===== src/rtl/spi_mem_pkg.sv =====
// Shared types and constants for the burst-capable SPI slave memory.
package spi_mem_pkg;

  typedef enum logic [1:0] {IDLE, ADDR, WRITE, READ} spi_state_e;

  localparam logic RW_READ     = 1'b1;
  localparam logic RW_WRITE    = 1'b0;
  localparam int   SYNC_STAGES = 2;

  function automatic int max_int(input int a, input int b);
    return (a > b) ? a : b;
  endfunction

endpackage


===== src/rtl/spi_input_sync.sv =====
// Two-flop synchroniser for one SPI pin, with optional single-cycle edge pulses
// taken from the synchronised level and its one-cycle-delayed copy.
module spi_input_sync
  import spi_mem_pkg::*;
#(
  parameter logic RST_VAL = 1'b0,
  parameter bit   EDGES   = 1'b1
) (
  input  logic clk,
  input  logic rst_n,
  input  logic din,
  output logic sync_out,
  output logic rise,
  output logic fall
);

  logic [SYNC_STAGES-1:0] sync_q;

  always_ff @(posedge clk or negedge rst_n) begin
    if (!rst_n) sync_q <= {SYNC_STAGES{RST_VAL}};
    else        sync_q <= {sync_q[SYNC_STAGES-2:0], din};
  end

  assign sync_out = sync_q[SYNC_STAGES-1];

  generate
    if (EDGES) begin : g_edges
      logic prev_q;
      always_ff @(posedge clk or negedge rst_n) begin
        if (!rst_n) prev_q <= RST_VAL;
        else        prev_q <= sync_out;
      end
      assign rise = sync_out & ~prev_q;
      assign fall = ~sync_out & prev_q;
    end else begin : g_no_edges
      assign rise = 1'b0;
      assign fall = 1'b0;
    end
  endgenerate

endmodule


===== src/rtl/spi_memory_burst.sv =====
// SPI slave register memory with burst read/write, address auto-increment and
// wrap, MISO output-enable and abort on chip-select release.
module spi_memory_burst
  import spi_mem_pkg::*;
#(
  parameter int ADDR_W   = 7,
  parameter int DATA_W   = 8,
  parameter int AUTO_INC = 1,
  parameter int LED_W    = 4
) (
  input  logic             clk,
  input  logic             rst_n,
  input  logic             sclk_pin,
  input  logic             cs_pin,
  input  logic             mosi_pin,
  output logic             miso_pin,
  output logic             miso_oe,
  output logic [LED_W-1:0] leds,
  output logic             frame_active
);

  localparam int MEM_D = 1 << ADDR_W;
  localparam int CNT_W = $clog2(max_int(ADDR_W + 1, DATA_W)) + 1;
  localparam logic [CNT_W-1:0] ADDR_LAST = CNT_W'(ADDR_W);
  localparam logic [CNT_W-1:0] DATA_LAST = CNT_W'(DATA_W - 1);

  logic sclk_s, sclk_rise, sclk_fall;
  logic cs_s, cs_rise, cs_fall;
  logic mosi_s, mosi_rise, mosi_fall;
  logic unused_sync;

  spi_input_sync #(.RST_VAL(1'b0), .EDGES(1'b1)) u_sclk_sync (
    .clk(clk), .rst_n(rst_n), .din(sclk_pin),
    .sync_out(sclk_s), .rise(sclk_rise), .fall(sclk_fall)
  );

  spi_input_sync #(.RST_VAL(1'b1), .EDGES(1'b1)) u_cs_sync (
    .clk(clk), .rst_n(rst_n), .din(cs_pin),
    .sync_out(cs_s), .rise(cs_rise), .fall(cs_fall)
  );

  spi_input_sync #(.RST_VAL(1'b0), .EDGES(1'b0)) u_mosi_sync (
    .clk(clk), .rst_n(rst_n), .din(mosi_pin),
    .sync_out(mosi_s), .rise(mosi_rise), .fall(mosi_fall)
  );

  // Only edges of sclk/cs and the level of mosi drive the datapath.
  assign unused_sync = ^{sclk_s, cs_s, mosi_rise, mosi_fall};

  spi_state_e        state;
  logic [CNT_W-1:0]  bit_cnt;
  logic [ADDR_W-1:0] addr;
  logic [DATA_W-2:0] wr_sh;
  logic [DATA_W-1:0] rd_sh;
  logic              load_pend;

  logic [DATA_W-1:0] mem [MEM_D];

  logic [DATA_W-1:0] wr_word;
  logic [DATA_W-1:0] rd_word;
  logic [ADDR_W-1:0] addr_next;
  logic              commit;

  always_comb begin
    wr_word   = {wr_sh, mosi_s};
    rd_word   = mem[addr];
    addr_next = (AUTO_INC != 0) ? addr + ADDR_W'(1) : addr;
    commit    = (state == WRITE) && sclk_rise && (bit_cnt == DATA_LAST);
  end

  // Commit is independent of cs_rise so a final bit landing with CS release still writes.
  always_ff @(posedge clk) begin
    if (commit) mem[addr] <= wr_word;
  end

  always_ff @(posedge clk or negedge rst_n) begin
    if (!rst_n) begin
      state        <= IDLE;
      bit_cnt      <= '0;
      addr         <= '0;
      wr_sh        <= '0;
      rd_sh        <= '0;
      load_pend    <= 1'b0;
      miso_pin     <= 1'b0;
      miso_oe      <= 1'b0;
      leds         <= '0;
      frame_active <= 1'b0;
    end else begin
      case (state)
        IDLE: begin
          if (cs_fall) begin
            bit_cnt      <= '0;
            addr         <= '0;
            wr_sh        <= '0;
            frame_active <= 1'b1;
            state        <= ADDR;
          end
        end
        ADDR: begin
          if (sclk_rise) begin
            if (bit_cnt == ADDR_LAST) begin
              bit_cnt   <= '0;
              load_pend <= 1'b1;
              state     <= (mosi_s == RW_READ) ? READ : WRITE;
            end else begin
              addr    <= {addr[ADDR_W-2:0], mosi_s};
              bit_cnt <= bit_cnt + 1'b1;
            end
          end
        end
        WRITE: begin
          if (sclk_rise) begin
            wr_sh <= wr_word[DATA_W-2:0];
            if (commit) begin
              leds    <= wr_word[LED_W-1:0];
              addr    <= addr_next;
              bit_cnt <= '0;
            end else begin
              bit_cnt <= bit_cnt + 1'b1;
            end
          end
        end
        READ: begin
          // Rises count bits; the fall after the last rise fetches the next word.
          if (sclk_rise) begin
            if (bit_cnt == DATA_LAST) begin
              bit_cnt   <= '0;
              load_pend <= 1'b1;
              addr      <= addr_next;
            end else begin
              bit_cnt <= bit_cnt + 1'b1;
            end
          end
          if (sclk_fall) begin
            if (load_pend) begin
              miso_pin  <= rd_word[DATA_W-1];
              rd_sh     <= {rd_word[DATA_W-2:0], 1'b0};
              miso_oe   <= 1'b1;
              load_pend <= 1'b0;
            end else begin
              miso_pin <= rd_sh[DATA_W-1];
              rd_sh    <= {rd_sh[DATA_W-2:0], 1'b0};
            end
          end
        end
        default: state <= IDLE;
      endcase

      if (cs_rise) begin
        state        <= IDLE;
        bit_cnt      <= '0;
        load_pend    <= 1'b0;
        miso_oe      <= 1'b0;
        miso_pin     <= 1'b0;
        frame_active <= 1'b0;
      end
    end
  end

endmodule


===== config.mk =====
export PLATFORM = sky130hd
export DESIGN_NAME = spi_memory_burst
export DESIGN_NICKNAME = d
export VERILOG_FILES = /design/src/rtl/spi_mem_pkg.sv /design/src/rtl/spi_input_sync.sv /design/src/rtl/spi_memory_burst.sv
export SDC_FILE = /design/constraint.sdc
export NUM_CORES = 1
export LEC_CHECK = 0
export CORE_UTILIZATION = 38
export CTS_CLUSTER_SIZE = 25
export DETAILED_ROUTE_END_ITERATION = 7
export PLACE_DENSITY = 0.56
export SYNTH_ARGS = -nofsm -noshare
export SYNTH_HDL_FRONTEND = slang
export SYNTH_SLANG_ARGS = --single-unit
export TNS_END_PERCENT = 10

===== constraint.sdc =====
create_clock -name clk -period 8.05 [get_ports clk]
set_clock_uncertainty 0.2 [all_clocks]
set_input_delay 1.61 -clock clk [delete_from_list [all_inputs] [get_ports clk]]
set_output_delay 1.61 -clock clk [all_outputs]
set_load 0.005 [all_outputs]

==> key figures, run 1 <==
Global routing
  – Largest net degree at the start of global routing: 96
  – Global router's overall resource usage: 21.47%
  – Number of antenna violations at the first check in global routing: 0
  – Global route total overflow: 0
  – Global-route wire length before repair: 173.4 mm
  – Vias in the first global route: 23650

STA
  – Max-Slew Margin vs Limit: 0.9259%
  – Min Clock Period, post-route: 5293 ps
  – Peak clock frequency supported by timing: 0.1889 GHz
  – Final hold slack: 147.4 ps
  – Endpoints failing hold: 0
  – Final cycle utilization of the critical path: 65.76%
  – Unrepaired setup endpoints after global routing: false
  – Final setup violation count: 0
  – Measured slew at the worst slew-check pin: 1486 ps
  – Fin. max-slew vios: 0
  – Aggregate negative setup slack: 0 ps

Placed design
  – Port Buffers: 11
  – Placed cell areas: 43450 sq um
  – Estimated wirelength of the detail-placed design: 70.11 mm
  – Total placed cells including tap cells: 3769
  – Gp weighted congestion: 0.9055

Routing
  – Routed length on met3: 11.49 mm
  – Vias/cell: 6.017
  – Number of violations reported at the end of detailed-routing iteration 0: 3376
  – Via count: 23960
  – Detailed-routing wirelength on met1: 49.16 mm
  – Post-route DRC violation count: 0
  – Met2 wirelength from detailed routing: 56.47 mm
  – Top layer in use: met4
  – First-pass iteration count of the detailed router: 8
  – Count of antenna-violating nets left after detailed routing: 0
  – Total Routed Length: 121.3 mm
  – Routed wirelength normalized by instance count: 30.44 um

Critical path
  – CP max stage delay: 1240 ps
  – Arr. time, crit path: 5400 ps
  – Required arrival time at the worst endpoint: 8150 ps
  – CP Max Fanout: 37
  – CP startpoint kind: flop
  – CP dominant cell by count: nor2_1
  – Series of cell instances along the critical path: buf_4 -> nand2b_1 -> nor2_1 -> nand2_2 -> nor2_1
  – Slowest library cell on the worst path: nor2_1
  – Category of the most critical setup path: reg2reg
  – Crit. End Element: flop

Floorplanning
  – Die Width: 334.2 um
  – Top-level I/O count: 12
  – Area of the placeable core: 109200 sq um
  – Die Footprint: 111700 sq um
  – Vertical extent of the die: 334.2 um
  – Initial Util: 38.42%
  – Count of standard-cell rows: 121

Synth
  – Mean instance size in the synthesized netlist: 17.45 sq um
  – Part of the Yosys area used for sequential elements: 75.90%
  – EDFF count, synth: 1024
  – Share of synthesized flip-flops with an asynchronous set or reset: 4.030%
  – Post-synthesis register bit count: 1067
  – Post-synth cell types: 72
  – Synthesized instance count: 2403
  – Synthesized netlist net count: 2412
  – Warnings from Yosys: 0
  – Synthesized area: 41940 sq um
  – Most frequently used flop master after synthesis: edfxtp_1

Pwr
  – Net Sw Power: 0.004320 W
  – Int Power: 0.01004 W
  – Clock power frac: 36.9%
  – Share of total power consumed by net switching: 30.10%
  – Relative contribution of sequential cells to total power: 42.7%
  – Comb pwr share: 20.4%
  – Leakage power: 15.00 nW
  – Cell Pwr Density: 303.9 nW/um^2
  – Power, Total: 0.01436 W
  – Worst ir drop on vdd: 0.1948 mV

Clock tree
  – Root Buffer: clkbuf_16
  – Clock tree from TritonCTS: yes
  – Maximum level of the CTS H-tree: 3
  – Count of hold-fix buffers inserted at cts: 0
  – Post-CTS Setup Repair Bufs: 0
  – Number of CTS-inserted buffers: 113
  – Largest buffer count on any clock path: 3
  – Number of clock sinks: 1067
  – Worst-skew pair later-pin latency: 710 ps
  – Clock-pin slew reported for the worst setup and hold paths after clock tree synthesis: 60 ps
  – Number of resized instances in the post-cts repair step: 0

Final layout
  – Multi-input combinational cell area: 9191 sq um
  – Ratio of cells with drive above 1 in the final layout: 16.01%
  – Post-route cell area: 47240 sq um
  – Seq. cell area: 31870 sq um
  – Non-filler instance count after layout: 3983
  – Number of inserted filler cells in the final layout: 9497
  – Signed area change from the synthesized netlist to the final layout: 12.64%
  – Number of nets in the layout: 2417

Run status
  – Failing checks: capacitance limit
  – Status: finished, violations left

Worst hold path
  – Hold WC Path Type: reg2reg

Flow run
  – Count of maximum capacitance violations: 1
[flip-flops by register name, summed over array words and instances (netlist names), 4 cells and up]
signal,flops
mem,1024
addr,7
rd_sh,7
wr_sh,7
bit_cnt,4
leds,4
[area by class of cell]
| class | count | area share (%) |
|---|---|---|
| Multi-Input combinational cell | 1155 | 19.46 |
| Clock inverter | 67 | 1.576 |
| Tap cell | 1476 | 3.910 |
| Inverter | 13 | 0.1086 |
| Clock buffer | 145 | 6.439 |
| Antenna cell | 2 | 0.01060 |
| Sequential cell | 1067 | 67.48 |
| Timing Repair Buffer | 58 | 1.022 |
[cell usage in the layout, fill, tap and decap left out, drive strengths merged, types with 5 or more instances in the layout]
master,instances
edfxtp,1024
nor2,191
clkbuf,145
a221oi,112
nand2,106
mux4,91
o21ai,86
a21oi,78
mux2i,75
a22oi,73
mux2,63
buf,48
clkinv,46
dfrtp,40
nand3,25
a221o,20
a22o,20
a31oi,18
o22ai,16
inv,16
o221ai,15
bufinv,14
nor2b,13
and3,12
clkdlybuf4s50,10
a211oi,8
or3,8
o2bb2ai,8
nand2b,7
and2,7
nor3,7
nand4,6
a222oi,6
or4,5
a21o,5
o221a,5
a311oi,5
o2111ai,5
a211o,5
[cells by family (layout without fill, tap and decap cells)]
group / after synthesis / count (layout) / share of synthesized area [%]
adder cells (fa/ha/maj): 4 / 4 / 0.1193
XOR/XNOR: 1 / 1 / 0.02089
other: 0 / 2 / 0
multiplexers: 229 / 229 / 8.431
flip-flops: 1067 / 1067 / 75.90
AND/OR/NAND/NOR: 401 / 401 / 4.189
AO/OA/AOI/OAI: 520 / 520 / 9.046
buffers and inverters: 181 / 283 / 2.297
[final timing paths]
kind	startpoint	slack (ps)	end	cells past startpoint
worst max-delay path	addr[2]	2760	mem[98][3]	5
worst min-delay path	u_mosi_sync.sync_q[0]	150	u_mosi_sync.sync_q[1]	0
worst max register to register	addr[2]	2760	mem[98][3]	5
worst min register to register	u_mosi_sync.sync_q[0]	150	u_mosi_sync.sync_q[1]	0
max in group asynchronous	rst_n	5960	wr_sh[6]	1
min in group asynchronous	rst_n	910	addr[3]	1
[cell usage after synthesis (8+ instances only)]
library cell / count / area, sq um
a211oi_1: 8 / 60.06
a21oi_1: 78 / 390.4
a221o_1: 20 / 200.2
a221oi_1: 112 / 980.9
a22o_1: 20 / 175.2
a22oi_1: 73 / 548.0
a31oi_1: 18 / 112.6
and3_1: 12 / 75.07
buf_1: 9 / 33.78
buf_2: 68 / 340.3
buf_4: 12 / 90.09
buf_6: 14 / 157.7
clkbuf_1: 62 / 232.7
dfrtp_1: 40 / 1001
edfxtp_1: 1024 / 30750
inv_1: 8 / 30.03
mux2_2: 63 / 709.4
mux2i_1: 75 / 750.7
mux4_2: 84 / 1892
nand2_1: 106 / 397.9
nand3_1: 25 / 125.1
nor2_1: 190 / 713.2
nor2b_1: 13 / 81.33
o21ai_0: 84 / 420.4
o221ai_1: 15 / 131.4
o22ai_1: 16 / 100.1
o2bb2ai_1: 8 / 70.07
or3_1: 8 / 50.05
[critical path, delay by kind of cell (launching register included)]
kind                   cells  cell delay (ps)
flip-flops                 1              650
AND/OR/NAND/NOR            4             3610
buffers and inverters      1              380
[power groups by stage]
| stage | clock network (W) | logic [W] | registers, W |
|---|---|---|---|
| final | 0.00529 | 0.00293 | 0.00614 |
| after global routing | 0.00555 | 0.00301 | 0.00614 |
| after CTS | 0.00534 | 0.00288 | 0.00613 |
| after detailed placement | 0 | 0.00286 | 0.00625 |
| after global placement | 0 | 0.00286 | 0.00625 |
| after floorplan | 0 | 0.00188 | 0.00615 |
[layer usage]
layer  up-vias  global-route usage (%)
met4         0                   7.281
met2      1391                   33.75
li1       9816                       -
met5         -                       0
met3       233                   4.389
met1     12520                   29.74
[per-stage QoR]
| step | util (%) | setup WS, ps |
|---|---|---|
| final | 43.27 | 2757 |
| after global routing | 43.27 | 2944 |
| after CTS | 43.27 | 2908 |
| after detailed placement | 39.80 | 2963 |
| after global placement | 39.80 | 3147 |
| after floorplan | - | 5271 |
(Power assumes the default switching activity.)
==> run 2: changes to the inputs <==
PLACE_DENSITY = 0.58   (was 0.56)
clock period = 4.8 ns   (was 8.05 ns; I/O delays follow)
==> run 2 against run 1 <==
  * Final area grew 0.58%
  * Via count grew 1.4%
  * Clock power grew 54%
  * Combinational power grew 77%
  * Worst hold slack gained 11 ps
  * Sequential power grew 68%
  * Sequential share of layout area shrank 0.39 points
  * Non-clock buffer count grew 78
  * The flow now finishes without violations
==> key figures, run 2 (same netlist as run 1, synthesis figures left out) <==
Run status
  – Status: complete, no violations (was finished, violations left)

Critical path
  – Startpoint of the lowest-slack register-to-register path: addr[2] (unchanged)
  – Flop-to-flop setup slack: 380 ps (was 2760 ps)
  – Family with the most delay on the worst path: simple AND/OR/NAND/NOR gates (unchanged)
  – Buffer and inverter count on the worst path: 1 (unchanged)
  – CP Max Fanout: 51 (was 37)
  – Crit. End Element: flop (unchanged)
  – Number of cells traversed by the worst register-to-register path: 7 (was 5)
  – CP dominant cell by count: a311oi_1 (was nor2_1)
  – CP max stage delay: 1230 ps (was 1240 ps)
  – Required arrival time at the worst endpoint: 5140 ps (was 8150 ps)
  – Slowest library cell on the worst path: nor2_2 (was nor2_1)
  – Series of cell instances along the critical path: nor2_2 -> buf_4 -> a22oi_1 -> a311oi_1 -> o2111ai_1 -> nor4_1 -> a311oi_1 (was buf_4 -> nand2b_1 -> nor2_1 -> nand2_2 -> nor2_1)
  – Arr. time, crit path: 4750 ps (was 5400 ps)
  – CP startpoint kind: flop (unchanged)
  – Reg2reg end: miso_pin (was mem[98][3])
  – Category of the most critical setup path: reg2reg (unchanged)

Worst hold path
  – Sink of the worst hold path: u_mosi_sync.sync_q[1] (unchanged)
  – Start point of the worst hold path: u_mosi_sync.sync_q[0] (unchanged)
  – Hold WC Path Type: reg2reg (unchanged)
  – Instance count along the most critical hold path: 0 (unchanged)

STA
  – Max-Slew Margin vs Limit: 2.608% (was 0.9259%)
  – Final hold slack: 158.4 ps (was 147.4 ps)
  – Endpoints failing hold: 0 (unchanged)
  – Measured slew at the worst slew-check pin: 1459 ps (was 1486 ps)
  – Final cycle utilization of the critical path: 92.01% (was 65.76%)
  – Aggregate negative setup slack: 0 ps (unchanged)
  – Peak clock frequency supported by timing: 0.2264 GHz (was 0.1889 GHz)
  – Min Clock Period, post-route: 4416 ps (was 5293 ps)
  – Fin. max-slew vios: 0 (unchanged)
  – Unrepaired setup endpoints after global routing: false (unchanged)
  – Final setup violation count: 0 (unchanged)

Floorplanning
  – Count of standard-cell rows: 121 (unchanged)
  – Top-level I/O count: 12 (unchanged)
  – Vertical extent of the die: 334.2 um (unchanged)
  – Initial Util: 38.42% (unchanged)
  – Die Footprint: 111700 sq um (unchanged)
  – Die Width: 334.2 um (unchanged)
  – Area of the placeable core: 109200 sq um (unchanged)

Clock tree
  – Maximum level of the CTS H-tree: 3 (unchanged)
  – Post-CTS Setup Repair Bufs: 0 (unchanged)
  – Count of hold-fix buffers inserted at cts: 0 (unchanged)
  – Largest buffer count on any clock path: 3 (unchanged)
  – Clock-pin slew reported for the worst setup and hold paths after clock tree synthesis: 60 ps (about the same)
  – Clock tree from TritonCTS: yes (unchanged)
  – Root Buffer: clkbuf_16 (unchanged)
  – Number of CTS-inserted buffers: 110 (was 113)
  – Worst-skew pair later-pin latency: 690 ps (was 710 ps)
  – Number of clock sinks: 1067 (unchanged)
  – Number of resized instances in the post-cts repair step: 0 (unchanged)

Routing
  – Number of violations reported at the end of detailed-routing iteration 0: 3430 (was 3376)
  – Via count: 24290 (was 23960)
  – Count of antenna-violating nets left after detailed routing: 0 (unchanged)
  – Vias/cell: 6.001 (was 6.017)
  – Routed wirelength normalized by instance count: 30.13 um (was 30.44 um)
  – First-pass iteration count of the detailed router: 6 (was 8)
  – Post-route DRC violation count: 0 (unchanged)
  – Total Routed Length: 122.0 mm (was 121.3 mm)

Final layout
  – Most frequent standard cell in the layout excluding fill and tap cells: edfxtp_1 (unchanged)
  – Leading cell types in the layout, fill and taps excluded: edfxtp_1 (1024), nor2_1 (189), buf_4 (116), a221oi_1 (112), clkbuf_16 (110) (was edfxtp_1 (1024), nor2_1 (189), clkbuf_16 (116), a221oi_1 (112), nand2_1 (102))
  – Post-route cell area: 47510 sq um (was 47240 sq um)
  – Utilization of the core after routing: 43.52% (was 43.27%)
  – Ratio of cells with drive above 1 in the final layout: 17.89% (was 16.01%)
  – Signed area change from the synthesized netlist to the final layout: 13.29% (was 12.64%)
  – Number of nets in the layout: 2492 (was 2417)
  – Most flop-heavy register: mem (unchanged)
  – Max reg flops: 1024 (unchanged)

Placed design
  – Placed cell areas: 44110 sq um (was 43450 sq um)
  – Estimated wirelength of the detail-placed design: 74.29 mm (was 70.11 mm)
  – Port Buffers: 11 (unchanged)
  – Gp weighted congestion: 0.8981 (was 0.9055)

Global routing
  – Vias in the first global route: 23800 (was 23650)
  – Global router's overall resource usage: 21.69% (was 21.47%)
  – Global-route wire length before repair: 175.6 mm (was 173.4 mm)
  – Routing layer with the top usage in global route: met2 (unchanged)
  – Global route total overflow: 0 (unchanged)
  – Number of antenna violations at the first check in global routing: 1 (was 0)
  – Largest net degree at the start of global routing: 97 (was 96)
  – Met1 Track Usage GR: 30.27% (was 29.74%)
  – Met3 Track Usage GR: 4.558% (was 4.389%)
  – Global Route met2 Usage: 33.62% (was 33.75%)

Pwr
  – Worst ir drop on vdd: 0.2867 mV (was 0.1948 mV)
  – Leakage power: 14.94 nW (was 15.00 nW)
  – Cell Pwr Density: 499.0 nW/um^2 (was 303.9 nW/um^2)

Flow run
  – Count of maximum capacitance violations: 0 (was 1)
run 2: cell count changes in the layout (fill, tap and decap cells not counted), moves of 3 or more:
| cell | previous run | this run |
|---|---|---|
| buf_12 | 2 | 9 |
| buf_4 | 45 | 116 |
| bufinv_16 | 14 | 7 |
| clkbuf_1 | 26 | 31 |
| clkbuf_16 | 116 | 110 |
| clkbuf_8 | 3 | 6 |
| clkinv_2 | 16 | 21 |
| clkinv_4 | 6 | 0 |
| clkinvlp_4 | 4 | 1 |
| nand2_1 | 102 | 106 |
| nand2_2 | 4 | 0 |
run 2: metal layers:
| metal | share of wire, % | wire [um] |
|---|---|---|
| met5 | 0 | 0 |
| met4 | 3.7 | 4497 |
| met3 | 10 | 12250 |
| met2 | 46 | 55870 |
| met1 | 40 | 49350 |
run 2: worst max-delay path by stage:
stage	endpoint	depth (start not counted)	startpoint	slack, ps
after floorplan	mem[51][0]	9	addr[0]	2020
after global placement	rd_sh[2]	6	addr[2]	570
after detailed placement	miso_pin	7	addr[2]	570
after CTS	miso_pin	7	addr[2]	570
after global routing	miso_pin	7	addr[2]	470
final	miso_pin	7	addr[2]	380
run 2: cell type report:
class	count	area [sq um]
fill	9435	61650
sequential	1067	31870
multi-input combinational	1155	9183
clock buffer	147	2952
tap	1476	1847
timing repair buffer	136	1156
clock inverter	53	445.4
inverter	13	51.30
antenna	1	2.502
run 2: per-stage QoR:
step	cells	power (W)	setup WS [ps]
2_1_floorplan	2403	0.01363	2021
3_3_place_gp	3847	0.01561	568.5
3_5_place_dp	3847	0.01561	569.5
4_1_cts	4047	0.02366	567.2
5_1_grt	4047	0.02427	473.4
6_report	4048	0.02371	383.5
run 2: power breakdown:
part	leakage, nW	switching (W)	internal, W
clock network	1.67	0.00349	0.00467
logic	3.58	0.00345	0.00176
registers	9.70	0.000251	0.0101
run 2: worst register-to-register path, stage by stage, from the launching register on:
cell,delay (ps)
dfrtp_4,760
nor2_2,1280
buf_4,450
a22oi_1,210
a311oi_1,670
o2111ai_1,310
nor4_1,260
a311oi_1,140
